### src/rtl/nand_bank_power_monitor.sv
// nand_bank_power_monitor
// Bank of WIDTH registered 2-input NAND channels with a windowed
// switching-activity monitor. Output transitions are counted over a
// programmable window and converted to switching charge at E_PER_TOGGLE
// units per transition (0.05 nF x 3.3 V -> 165 in 1e-3 nF*V units).
// Both accumulators saturate, and a sticky alarm flags when the window
// energy reaches a programmable threshold.
module nand_bank_power_monitor #(
  parameter int WIDTH        = 4,
  parameter int CNT_W        = 16,
  parameter int ENERGY_W     = 32,
  parameter int WIN_W        = 16,
  parameter int E_PER_TOGGLE = 165
) (
  input  logic                clk,
  input  logic                reset,
  input  logic [WIDTH-1:0]    a,
  input  logic [WIDTH-1:0]    b,
  input  logic                en,
  output logic [WIDTH-1:0]    y,
  input  logic                start,
  input  logic [WIN_W-1:0]    win_len,
  output logic                busy,
  output logic [CNT_W-1:0]    toggles,
  output logic [ENERGY_W-1:0] energy,
  input  logic [ENERGY_W-1:0] alarm_thr,
  output logic                alarm,
  output logic                done_valid,
  input  logic                done_ack
);

  // Enough bits to hold a transition count of 0..WIDTH in one cycle.
  localparam int TOG_W = $clog2(WIDTH + 1);

  typedef enum logic [1:0] {
    ST_IDLE    = 2'd0,
    ST_MEASURE = 2'd1,
    ST_DONE    = 2'd2
  } state_t;

  // Number of set bits in a channel-wide vector.
  function automatic logic [TOG_W-1:0] popcount(input logic [WIDTH-1:0] v);
    logic [TOG_W-1:0] c;
    c = '0;
    for (int i = 0; i < WIDTH; i++) begin
      c = c + TOG_W'(v[i]);
    end
    return c;
  endfunction

  state_t              state_q, state_d;
  logic [WIDTH-1:0]    y_q, y_d;
  logic [CNT_W-1:0]    toggles_q, toggles_d;
  logic [ENERGY_W-1:0] energy_q, energy_d;
  logic [WIN_W-1:0]    remaining_q, remaining_d;
  logic                alarm_q, alarm_d;
  logic                busy_q, busy_d;
  logic                done_q, done_d;

  logic [TOG_W-1:0]    tog_s;
  logic [CNT_W:0]      tog_sum_s;
  logic [ENERGY_W-1:0] prod_s;
  logic [ENERGY_W:0]   energy_sum_s;
  logic [CNT_W-1:0]    toggles_sat_s;
  logic [ENERGY_W-1:0] energy_sat_s;

  // Gate bank next value and saturating accumulator arithmetic.
  always_comb begin
    y_d = y_q;
    if (en) begin
      y_d = ~(a & b);
    end else begin
      y_d = y_q;
    end

    // A held bank produces no transitions because y_d equals y_q.
    tog_s = popcount(y_d ^ y_q);

    tog_sum_s = {1'b0, toggles_q} + (CNT_W + 1)'(tog_s);
    if (tog_sum_s[CNT_W]) begin
      toggles_sat_s = '1;
    end else begin
      toggles_sat_s = tog_sum_s[CNT_W-1:0];
    end

    // Product is formed at full accumulator width before the add.
    prod_s       = ENERGY_W'(tog_s) * ENERGY_W'(E_PER_TOGGLE);
    energy_sum_s = {1'b0, energy_q} + {1'b0, prod_s};
    if (energy_sum_s[ENERGY_W]) begin
      energy_sat_s = '1;
    end else begin
      energy_sat_s = energy_sum_s[ENERGY_W-1:0];
    end
  end

  // Measurement FSM: next state, accumulators, alarm and status flags.
  always_comb begin
    state_d     = state_q;
    toggles_d   = toggles_q;
    energy_d    = energy_q;
    remaining_d = remaining_q;
    alarm_d     = alarm_q;

    case (state_q)
      ST_IDLE: begin
        if (start && (win_len != '0)) begin
          state_d     = ST_MEASURE;
          toggles_d   = '0;
          energy_d    = '0;
          alarm_d     = 1'b0;
          remaining_d = win_len;
        end else begin
          state_d = ST_IDLE;
        end
      end

      ST_MEASURE: begin
        toggles_d   = toggles_sat_s;
        energy_d    = energy_sat_s;
        remaining_d = remaining_q - WIN_W'(1);
        // Alarm looks at the energy value being written this edge.
        if ((alarm_thr != '0) && (energy_sat_s >= alarm_thr)) begin
          alarm_d = 1'b1;
        end else begin
          alarm_d = alarm_q;
        end
        if (remaining_q == WIN_W'(1)) begin
          state_d = ST_DONE;
        end else begin
          state_d = ST_MEASURE;
        end
      end

      ST_DONE: begin
        // start is deliberately ignored here, even alongside done_ack.
        if (done_ack) begin
          state_d = ST_IDLE;
        end else begin
          state_d = ST_DONE;
        end
      end

      default: begin
        state_d = ST_IDLE;
      end
    endcase

    busy_d = (state_d == ST_MEASURE);
    done_d = (state_d == ST_DONE);
  end

  // State and output registers with synchronous reset.
  always_ff @(posedge clk) begin
    if (reset) begin
      state_q     <= ST_IDLE;
      y_q         <= '1;
      toggles_q   <= '0;
      energy_q    <= '0;
      remaining_q <= '0;
      alarm_q     <= 1'b0;
      busy_q      <= 1'b0;
      done_q      <= 1'b0;
    end else begin
      state_q     <= state_d;
      y_q         <= y_d;
      toggles_q   <= toggles_d;
      energy_q    <= energy_d;
      remaining_q <= remaining_d;
      alarm_q     <= alarm_d;
      busy_q      <= busy_d;
      done_q      <= done_d;
    end
  end

  assign y          = y_q;
  assign toggles    = toggles_q;
  assign energy     = energy_q;
  assign alarm      = alarm_q;
  assign busy       = busy_q;
  assign done_valid = done_q;

endmodule

### config.mk
export PLATFORM = sky130hd
export DESIGN_NAME = nand_bank_power_monitor
export DESIGN_NICKNAME = d
export VERILOG_FILES = /design/src/rtl/nand_bank_power_monitor.sv
export SDC_FILE = /design/constraint.sdc
export NUM_CORES = 1
export LEC_CHECK = 0
export ABC_AREA = 1
export CORE_MARGIN = 3
export CORE_UTILIZATION = 25
export CTS_CLUSTER_SIZE = 16
export DETAILED_ROUTE_END_ITERATION = 6
export PLACE_DENSITY_LB_ADDON = 0.25
export SLEW_MARGIN = 20
export SYNTH_ARGS = -nofsm -noshare
export SYNTH_HDL_FRONTEND = slang
export SYNTH_SLANG_ARGS = --single-unit
### constraint.sdc
create_clock -name clk -period 4.8 [get_ports clk]
set_clock_uncertainty 0.1 [all_clocks]
set_input_delay 0.48 -clock clk [delete_from_list [all_inputs] [get_ports clk]]
set_output_delay 0.48 -clock clk [all_outputs]
set_load 0.02 [all_outputs]
==> impl_results.md <==
* Mapped Area at between 6000 and 7000 um2
* DRT Pass-1 Iters at 5
* Tot GR Track Use at 16.0%
* Final period utilization at between 90% and 100%
* First-pass GRT wire length at between 30 and 40 mm
* First DRT Iteration DRCs at between 300 and 400
* CTS clk-pin slew, worst paths at around 70 ps
* Reg power frac at roughly 31%
* Most numerous cell in the Yosys netlist: nand2_1
* Net Sw Frac at 33.1%
* RSZ-0062 raised after global routing: yes
* Slew margin rel. at between 40% and 50%
* Synth top area cells: dfxtp_1 (23%), nand2_1 (19%), ha_1 (11%)
* Net Switching at 694 uW
* Synth top area share at 23.1%
* Adder-cell area share of the yosys netlist at between 10% and 20%
* Initial Util at 25.8%
* TritonCTS Buffers at 9
* Combinational share of power at roughly a third
* Final Cell Area at 9180 um2
* Max clock buf depth at 2
* Most used cell, CP: nand2_2
* Min Tclk post-route at around 4800 ps
* Leading area contributor after synthesis: dfxtp_1
* Async SR Flop Fraction at 0%
* DPL Wire Length at approximately 17 mm
* Synthesized area per cell at approximately 6.3 um2
* CP Data Arrival Time at 4980 ps
* Worst Setup SP: b[1]
* Clock Latency Late Sink at around 350 ps
* Residual DRC count at 0
* CP Capture Point: alarm$_SDFFE_PP0P_
* CTS tree: built
* Core ar. at 24600 um2
* Synth Area in Compound Gates at a little under a tenth
* Post-synthesis xor/xnor area fraction at under 10%
* Layout cells sized above 1 at between 10% and 20%
* Status: complete, no violations
* Synth-to-Final Area Change at 44.9%
* Yosys cell types at 40
* ANT nets after route at 0
* Achievable Freq at between 0.2 and 0.25 GHz
* Nets at around 1300
* Port buffer count at 115
* Dpl cell area at 8420 um2
* Die Ht at about 170 um
* Net count after synthesis at between 1000 and 1500
* Mux cell area share after synthesis at 0%
* CTS Hold Bufs at 0
* Max Slew Vio Count at 0
* Die Wd at ~170 um
* Largest net degree at the start of global routing at 63
* Core Rows at 57
* Clk root buf: clkbuf_16
* Reg2reg end: alarm$_SDFFE_PP0P_
* CP max stage delay at about 520 ps
* CP Launch Type: input port
* Cells after synthesis at between 1000 and 1500
* Setup TNS at 0 ps
* Vias in the first global route at approximately 6800
* Initial antenna violation count at 0
* Worst Max-Slew Pin Slew at 893 ps
* Setup-failing EPs final at 0
* Avg WL per Cell at between 10 and 15 um
* Simple-Gate Fraction of Synth Area at between 40% and 50%
* Synth warn at 0
* Fin. Hold Viols at 0
* CP max stage cell: fa_1
* RePlAce Congestion at ~0.9
* H-tree Lvls at 3
* Worst Setup End Kind: flip-flop
* Crit Path Class: in2reg
* Commonest cells post-synth: nand2_1 (316), inv_1 (140), nand3_1 (80)
* PwrDens at roughly 230 nW/um2
* # Max-Cap Violations at 0
* Ports at 116
* Most used DFF post-synth: dfxtp_1
* Cell count of the worst reg-to-reg path at 30
* Hold crit path type: in2reg
* RR Startpoint: y[1]$_SDFF_PP1_
* Diode count at 0
* IR drop worst, VDD at between 0.0001 and 0.00015 V
* Internal at ~1400 uW
* Routed vias/inst at ~4.5
* WP data required at ~5000 ps
* Grt ovf at 0
* Die ar. at about 27000 um2
* Routed WL at about 22 mm
* Via count at slightly below 7000
* FF+latch count, synth at 73
* Clk network pwr share at 34.6%
* Number of synthesized flops with an enable pin at 0
* Sink Count at between 70 and 80
* Crit-path max FO at 8
* Main combinational cell family by area after synthesis: simple AND/OR/NAND/NOR gates
* Seq/Total Area, Yosys at 23.1%
* LEAKAGE at between 0.004 and 0.005 uW
* Reg2reg setup slack at roughly 20 ps
## routing by layer
| layer | vias up | part of all wire, % | track usage (%) |
|---|---|---|---|
| met5 | - | 0 | 0 |
| met4 | 0 | 1.7 | 4.04 |
| met3 | 20 | 4.4 | 3.62 |
| met2 | 113 | 48 | 27.0 |
| met1 | 3132 | 46 | 20.6 |
| li1 | 3631 | - | - |
## power by group through the flow
stage               sequential [uW]  clock (uW)  combinational (uW)
finish                          656         726                 715
global route                    659         773                 818
CTS                             655         748                 696
detailed placement              668           0                 655
global placement                668           0                 653
floorplan                       675           0                 360
## critical path, delay by kind of cell
| family | cells | cell delay (ps) |
|---|---|---|
| fa+ha+maj | 7 | 2040 |
| xor+xnor | 1 | 160 |
| simple gates | 18 | 1550 |
| compound gates | 2 | 220 |
| buf+inv | 4 | 510 |
## registers in the layout (all words and copies together), names as in the netlist
| register | count |
|---|---|
| toggles | 16 |
| done_valid | 1 |
| y | 4 |
| alarm | 1 |
| busy | 1 |
| energy | 32 |
| state_q | 2 |
| remaining_q | 16 |
## cell type report
type	instances	area, um2
clock inverters	4	52.6
flip-flops and latches	73	1460
inverters	149	561
fillers	2672	15400
repair buffers	207	1870
well taps	324	405
clock buffers	11	253
multi-input cells	765	4570
## stage by stage
stage | util (%) | hold slack (ps) | setup WS [ps] | power, uW | std cells
2_1_floorplan | - | 352 | 0.565 | 1040 | 1011
3_3_place_gp | 34.2 | 363 | -984 | 1320 | 1512
3_5_place_dp | 34.2 | 371 | -1050 | 1320 | 1512
4_1_cts | 36.6 | 318 | 5.79 | 2100 | 1531
5_1_grt | 37.3 | 341 | -241 | 2250 | 1533
6_report | 37.3 | 332 | 11.7 | 2100 | 1533
## worst min-delay path by stage
stage,startpoint,end,slack [ps],cells past startpoint
after floorplan,remaining_q[1]$_SDFFE_PP0P_,remaining_q[1]$_SDFFE_PP0P_,350,2
after global placement,alarm$_SDFFE_PP0P_,alarm$_SDFFE_PP0P_,360,2
after detailed placement,alarm$_SDFFE_PP0P_,alarm$_SDFFE_PP0P_,370,2
after CTS,en,y[1]$_SDFF_PP1_,320,3
after global routing,en,y[1]$_SDFF_PP1_,340,3
final,en,y[1]$_SDFF_PP1_,330,3
## cells by family (layout without fill, tap and decap cells)
kind of cell / after synthesis / count (layout)
simple gates: 571 / 571
buf+inv: 173 / 371
compound gates: 114 / 114
flops: 73 / 73
fa+ha+maj: 63 / 63
xor+xnor: 17 / 17
## what timing repair did
item / CTS / global route
buffers inserted: 4 / 2
pin swaps: 19 / 20
gates resized for setup: 65 / 36
setup endpoints to repair: 1 / 1
## placed cells by master (no fill, tap or decap), types with 3 or more instances in the layout
cell / instances
nor4_1: 7
a21oi_1: 73
xor2_1: 14
nand3b_1: 12
nor2_4: 3
nand3_4: 5
nor2_2: 7
nor3_1: 11
fa_1: 5
o21ai_0: 22
clkbuf_16: 9
inv_1: 139
clkdlybuf4s15_1: 6
or2_2: 3
nor2_1: 70
nor3_2: 7
dfxtp_1: 71
o21ai_1: 3
nand3_2: 23
nand4_1: 13
nand2_4: 5
ha_4: 14
nand2_1: 300
ha_1: 44
a21oi_2: 5
nand3_1: 76
buf_4: 88
clkdlybuf4s50_1: 107
inv_2: 7
o21ai_2: 3
nand2_2: 23
(Power assumes the default switching activity.)
